--- src/rtl/fifo_sync_pkg.sv ---
// Shared sizing helpers and status types for the fifo_sync_gen2 family.
// Width functions take the depth as an argument so each instance sizes itself.
package fifo_sync_pkg;

    function automatic int unsigned cnt_w(input int unsigned depth);
        return $clog2(depth + 1);
    endfunction

    function automatic int unsigned ptr_w(input int unsigned depth);
        return (depth < 2) ? 1 : $clog2(depth);
    endfunction

    // Explicit wrap so non-power-of-two depths never index past the last entry.
    function automatic int unsigned ptr_inc(input int unsigned ptr, input int unsigned depth);
        return (ptr == depth - 1) ? 0 : ptr + 1;
    endfunction

    typedef struct packed {
        logic full;
        logic empty;
        logic afull;
        logic aempty;
    } fifo_flags_t;

endpackage

--- src/rtl/fifo_sync_mem.sv ---
// FIFO storage: DEPTH x WIDTH register array, one synchronous write port and
// one asynchronous read port. Contents are intentionally not reset.
module fifo_sync_mem #(
    parameter int unsigned WIDTH = 16,
    parameter int unsigned DEPTH = 8,
    parameter int unsigned PTR_W = 3
) (
    input  logic             clk,
    input  logic             wr_en,
    input  logic [PTR_W-1:0] wr_addr,
    input  logic [WIDTH-1:0] wr_data,
    input  logic [PTR_W-1:0] rd_addr,
    output logic [WIDTH-1:0] rd_data
);

    logic [WIDTH-1:0] mem [DEPTH];

    always_ff @(posedge clk) begin
        if (wr_en) begin
            mem[wr_addr] <= wr_data;
        end
    end

    assign rd_data = mem[rd_addr];

endmodule

--- src/rtl/fifo_sync_gen2.sv ---
// Parametrised single-clock FIFO with flush, almost-thresholds and occupancy count.
// Define FIFO_SYNC_FWFT_EN for first-word-fall-through reads; default is a registered read.
module fifo_sync_gen2
    import fifo_sync_pkg::*;
#(
    parameter int unsigned FIFO_WIDTH = 16,
    parameter int unsigned FIFO_DEPTH = 8,
    parameter int unsigned AFULL_LVL  = 6,
    parameter int unsigned AEMPTY_LVL = 1,
    localparam int unsigned CNT_W     = cnt_w(FIFO_DEPTH)
) (
    input  logic                  clk,
    input  logic                  rst_n,
    input  logic                  flush,
    input  logic                  wr_en,
    input  logic [FIFO_WIDTH-1:0] data_in,
    input  logic                  rd_en,
    output logic [FIFO_WIDTH-1:0] data_out,
    output logic                  data_valid,
    output logic                  wr_ack,
    output logic                  overflow,
    output logic                  underflow,
    output logic                  full,
    output logic                  empty,
    output logic                  almostfull,
    output logic                  almostempty,
    output logic [CNT_W-1:0]      count
);

    localparam int unsigned PTR_W = ptr_w(FIFO_DEPTH);

    logic [PTR_W-1:0]      wr_ptr;
    logic [PTR_W-1:0]      rd_ptr;
    logic [FIFO_WIDTH-1:0] rd_data;
    logic                  rd_acc;
    logic                  wr_acc;
    logic                  rd_do;
    logic                  wr_do;
    fifo_flags_t           flags;

    always_comb begin
        flags        = '0;
        flags.empty  = (count == '0);
        flags.full   = (count == CNT_W'(FIFO_DEPTH));
        flags.afull  = (count >= CNT_W'(AFULL_LVL)) && !flags.full;
        flags.aempty = !flags.empty && (count <= CNT_W'(AEMPTY_LVL));
    end

    assign full        = flags.full;
    assign empty       = flags.empty;
    assign almostfull  = flags.afull;
    assign almostempty = flags.aempty;

    // A write at full is only taken when a read frees a slot in the same cycle.
    assign rd_acc = rd_en && !flags.empty;
    assign wr_acc = wr_en && (!flags.full || rd_acc);
    assign rd_do  = rd_acc && !flush;
    assign wr_do  = wr_acc && !flush;

    fifo_sync_mem #(
        .WIDTH (FIFO_WIDTH),
        .DEPTH (FIFO_DEPTH),
        .PTR_W (PTR_W)
    ) u_mem (
        .clk     (clk),
        .wr_en   (wr_do),
        .wr_addr (wr_ptr),
        .wr_data (data_in),
        .rd_addr (rd_ptr),
        .rd_data (rd_data)
    );

    always_ff @(posedge clk or negedge rst_n) begin
        if (!rst_n) begin
            wr_ptr <= '0;
            rd_ptr <= '0;
            count  <= '0;
        end else if (flush) begin
            wr_ptr <= '0;
            rd_ptr <= '0;
            count  <= '0;
        end else begin
            if (wr_do) begin
                wr_ptr <= PTR_W'(ptr_inc(32'(wr_ptr), FIFO_DEPTH));
            end
            if (rd_do) begin
                rd_ptr <= PTR_W'(ptr_inc(32'(rd_ptr), FIFO_DEPTH));
            end
            unique case ({wr_do, rd_do})
                2'b10:   count <= count + 1'b1;
                2'b01:   count <= count - 1'b1;
                default: count <= count;
            endcase
        end
    end

    always_ff @(posedge clk or negedge rst_n) begin
        if (!rst_n) begin
            wr_ack    <= 1'b0;
            overflow  <= 1'b0;
            underflow <= 1'b0;
        end else if (flush) begin
            wr_ack    <= 1'b0;
            overflow  <= 1'b0;
            underflow <= 1'b0;
        end else begin
            wr_ack    <= wr_acc;
            overflow  <= wr_en && !wr_acc;
            underflow <= rd_en && !rd_acc;
        end
    end

`ifdef FIFO_SYNC_FWFT_EN
    assign data_out   = rd_data;
    assign data_valid = !flags.empty;
`else
    always_ff @(posedge clk or negedge rst_n) begin
        if (!rst_n) begin
            data_out   <= '0;
            data_valid <= 1'b0;
        end else if (rd_do) begin
            data_out   <= rd_data;
            data_valid <= 1'b1;
        end else begin
            data_valid <= 1'b0;
        end
    end
`endif

endmodule

--- config.mk ---
export PLATFORM = sky130hd
export DESIGN_NAME = fifo_sync_gen2
export DESIGN_NICKNAME = d
export VERILOG_FILES = /design/src/rtl/fifo_sync_pkg.sv /design/src/rtl/fifo_sync_mem.sv /design/src/rtl/fifo_sync_gen2.sv
export SDC_FILE = /design/constraint.sdc
export NUM_CORES = 1
export LEC_CHECK = 0
export BUFFER_PORTS_ARGS = -buffer_cell sky130_fd_sc_hd__buf_2
export CAP_MARGIN = 20
export CORE_AREA = 2 2 113 115
export DETAILED_ROUTE_END_ITERATION = 8
export DIE_AREA = 0 0 115 117
export PLACE_DENSITY = 0.75
export SETUP_SLACK_MARGIN = 0.15
export SYNTH_ARGS = -nofsm -noshare
export SYNTH_HDL_FRONTEND = slang
export SYNTH_HIERARCHICAL = 1
export SYNTH_SLANG_ARGS = --single-unit
--- constraint.sdc ---
create_clock -name clk -period 3.3 [get_ports clk]
set_clock_uncertainty 0.2 [all_clocks]
set_input_delay 0.165 -clock clk [delete_from_list [all_inputs] [get_ports clk]]
set_output_delay 0.165 -clock clk [all_outputs]
set_load 0.02 [all_outputs]
==> reports/summary.log <==
qor: status.outcome finished clean
qor: power.power.ir.vdd_worst 0.000434 V
qor: timing.grt_setup_unrepaired false
qor: clocking.clock_latency 0.42 ns
qor: placed_design.port_buffers 48
qor: routing.route.detailed.drc 0
qor: worst_setup_path.crit_chain inv_1 > ha_1 > nand3b_1 > o21ai_1 > nor2_1 > nand2b_1 > nor2_1 > buf_4
qor: timing.actual_slew_at_the_worst_max_slew_pin 0.922 ns
qor: timing.setup_ws 0.592 ns
qor: die.die_width 115 µm
qor: worst_setup_path.timing.critical_path.from count[0]
qor: routing.detail_route.vias_per_cell 5.64
qor: timing.setup_viols_final 0
qor: global_routing.grt_antenna_before_repair 0
qor: synthesis.syn-num-nets 360
qor: timing.timing_max_transition_violations_final 0
qor: timing.fin_setup_tns 0 ns
qor: die.design.portCount 49
qor: worst_setup_path.end_kind register
qor: worst_setup_path.critPathKind reg2reg
qor: worst_setup_path.crit_path_top_delay_cell dfrtp_1
qor: finish.fillCellCount 866
qor: synthesis.yosys_most_used_dff edfxtp_1
qor: clocking.resized_after_cts 0
qor: clocking.cts-buffers-inserted 17
qor: timing.max_clock_freq 0.369 GHz
qor: global_routing.gr-total-overflow 0
qor: clocking.post_cts.repair.setup_buffers 0
qor: clocking.cts_buffer_depth 2
qor: power.comb_power_share 19.8%
qor: global_routing.grt_pass1_vias 3377
qor: finish.area_growth 18.7%
qor: synthesis.share_of_the_yosys_chip_area_belonging_to_registers 70.9%
qor: power.power.sequential.fraction 46.4%
qor: global_routing.met3_usage 4.22%
qor: synthesis.avgSynthCellArea 19.6 µm²
qor: synthesis.synth.area.top_cells edfxtp_1, dfrtp_1, mux4_1, mux2_2, ha_1
qor: synthesis.yosys_warning_total 6
qor: die.coreArea 12300 µm²
qor: routing.wl_per_cell 19.8 µm
qor: routing.wl 11.5 mm
qor: clocking.sink_count_of_the_clock_tree 158
qor: routing.route.antenna.remaining_nets 0
qor: clocking.cts_hold_repair.buffers 22
qor: global_routing.met1_usage 23.5%
qor: placed_design.dpl_worst_slack 0.604 ns
qor: placed_design.hpwlAfterDp 6.75 mm
qor: synthesis.postSynthCellCount 331
qor: worst_setup_path.crit_fanout 16
qor: die.core.rowCount 41
qor: power.switch_pwr 1.39 mW
qor: worst_setup_path.worst-path-buf-inv 2
qor: worst_setup_path.cp.required 3.19 ns
qor: synthesis.synth-edff-count 128
qor: finish.number_of_nets_at_the_end_of_the_flow 447
qor: synthesis.ys_seq_elements 158
qor: global_routing.grt_util_all_layers 18.8%
qor: global_routing.global_route_wire_length_before_repair 18.1 mm
qor: power.leakagePower 2.81 nW
qor: global_routing.gr_busiest_metal met2
qor: synthesis.asyncSetResetFlopFracSynth 19.0%
qor: synthesis.netlist-cell-type-count 40
qor: clocking.tritoncts done
qor: power.pwr_density_cell 690 nW/µm²
qor: flow_run.max_cap_viol_count 0
qor: worst_setup_path.r2r-start count[0]
qor: timing.hold_violations 0
qor: finish.post_route_cells_drive_above_1_share 30.2%
qor: placed_design.gp_routability_congestion 0.756
qor: worst_setup_path.worst_path_most_repeated_cell nor2_1
qor: power.share_of_power_burned_in_the_clock_network 33.8%
qor: routing.route.vias.total 3278
qor: routing.firstDrtPassIters 4
qor: timing.worst_slew_slack_as_a_fraction_of_its_limit 38.5%
qor: global_routing.met2_usage_grt 31.6%
qor: clocking.clockRootBuffer clkbuf_16
qor: synthesis.synth_top_cell_by_area edfxtp_1
qor: worst_setup_path.cp_slowest_stage_delay 0.45 ns
qor: hold_path.hold_path.class in2async
qor: synthesis.netlist_area 6480 µm²
qor: die.die-height 117 µm
qor: worst_setup_path.worstPathArrival 2.60 ns
qor: synthesis.synth_top_area_share 59.3%
qor: die.initial_utilization 52.7%
qor: timing.post-route-period-util 82.0%
qor: worst_setup_path.cpLargestDelayFamily simple AND/OR/NAND/NOR gates
qor: global_routing.grt_start_max_net_pins 35
qor: clocking.cts_htree_levels 4
qor: clocking.worst_setup_hold_path_clk_slew 0.06 ns
qor: finish.antennaDiodeCount 0
qor: power.power_switching_share 26.1%
qor: worst_setup_path.startpoint_type register
qor: die.design.die.area 13500 µm²
qor: routing.initialDrtViolationCount 198
qor: timing.finalCriticalPeriod 2.71 ns
qor: power.p_int 3.92 mW
## Yosys cell counts, drive strengths merged, types with 3 or more instances
| master | count |
|---|---|
| mux2 | 34 |
| a21oi | 7 |
| ha | 8 |
| nor3 | 3 |
| nand3 | 6 |
| nor4b | 3 |
| nor2 | 11 |
| edfxtp | 128 |
| mux4 | 32 |
| clkbuf | 4 |
| dfrtp | 30 |
| inv | 7 |
| nand2 | 11 |
| buf | 14 |
| nand4 | 3 |
| nand2b | 5 |
## logic make-up after synthesis
logic type | synth area share, %
multiplexers | 18.6
adder cells (fa/ha/maj) | 1.54
XOR/XNOR | 0.135
flip-flops | 70.9
buffers and inverters | 2.32
AO/OA/AOI/OAI | 1.79
AND/OR/NAND/NOR | 4.71
## per-stage QoR
| step | hold slack (ns) | instance area, µm² | power, mW | cells | utilization (%) |
|---|---|---|---|---|---|
| floorplan | -0.331 | 6490 | 3.26 | 331 | - |
| global placement | 0.0949 | 6930 | 3.51 | 527 | 56.3 |
| global route | 0.250 | 7690 | 5.53 | 581 | 62.5 |
| detailed placement | 0.107 | 6930 | 3.54 | 527 | 56.3 |
| CTS | 0.194 | 7690 | 5.36 | 581 | 62.5 |
| finish | 0.179 | 7690 | 5.31 | 581 | 62.5 |
## power groups by stage
stage                     sequential, mW  clock, mW  combinational, mW
after global placement              2.50          0               1.01
after floorplan                     2.58          0              0.678
after global routing                2.48       1.91               1.14
after detailed placement            2.50          0               1.04
after CTS                           2.47       1.83               1.06
final                               2.46       1.80               1.05
## state kept, by name, summed over array words and instances (netlist names)
signal	count
data_out	16
rd_ptr	3
count	4
underflow	1
data_valid	1
overflow	1
wr_ptr	3
u_mem/mem	128
wr_ack	1
## metal layers
metal  up-vias  share of wire [%]
met1      1666                 44
met4         0                1.8
met2        72                 51
met5         -                  0
li1       1523                  -
met3        17                3.5
## cells in the final DEF (no fill, tap or decap), drive strengths merged, types with 2 or more instances in the layout
master       count
edfxtp         128
buf             64
mux2            34
mux4            32
dfrtp           30
dlygate4sd3     22
clkbuf          22
nor2            11
nand2           11
ha               8
inv              7
a21oi            7
clkinv           7
nand3            6
nand2b           5
nor4b            3
nand4            3
nor3             3
nand3b           2
nor3b            2
a21o             2
nand4b           2
or3              2
bufinv           2
o21ai            2
## final cells by class
class	instances	area, µm²	share of cell area (%)
Sequential cell	158	4590	59.7
Multi-Input combinational cell	148	1750	22.7
Timing Repair Buffer	86	593	7.71
Clock buffer	22	444	5.77
Tap cell	150	188	2.44
Clock inverter	10	98.8	1.28
Inverter	7	26.3	0.342
## final timing paths
path | cells after the start | end | slack, ns
min in group clk | 1 | data_out[8] | 0.30
worst max-delay path | 8 | u_mem/mem[1][12] | 0.59
worst min register to register | 1 | data_out[8] | 0.30
max in group asynchronous | 2 | data_out[0] | 2.20
worst max register to register | 8 | u_mem/mem[1][12] | 0.59
worst min-delay path | 2 | count[0] | 0.18
Power figures use the tool's default switching activity.
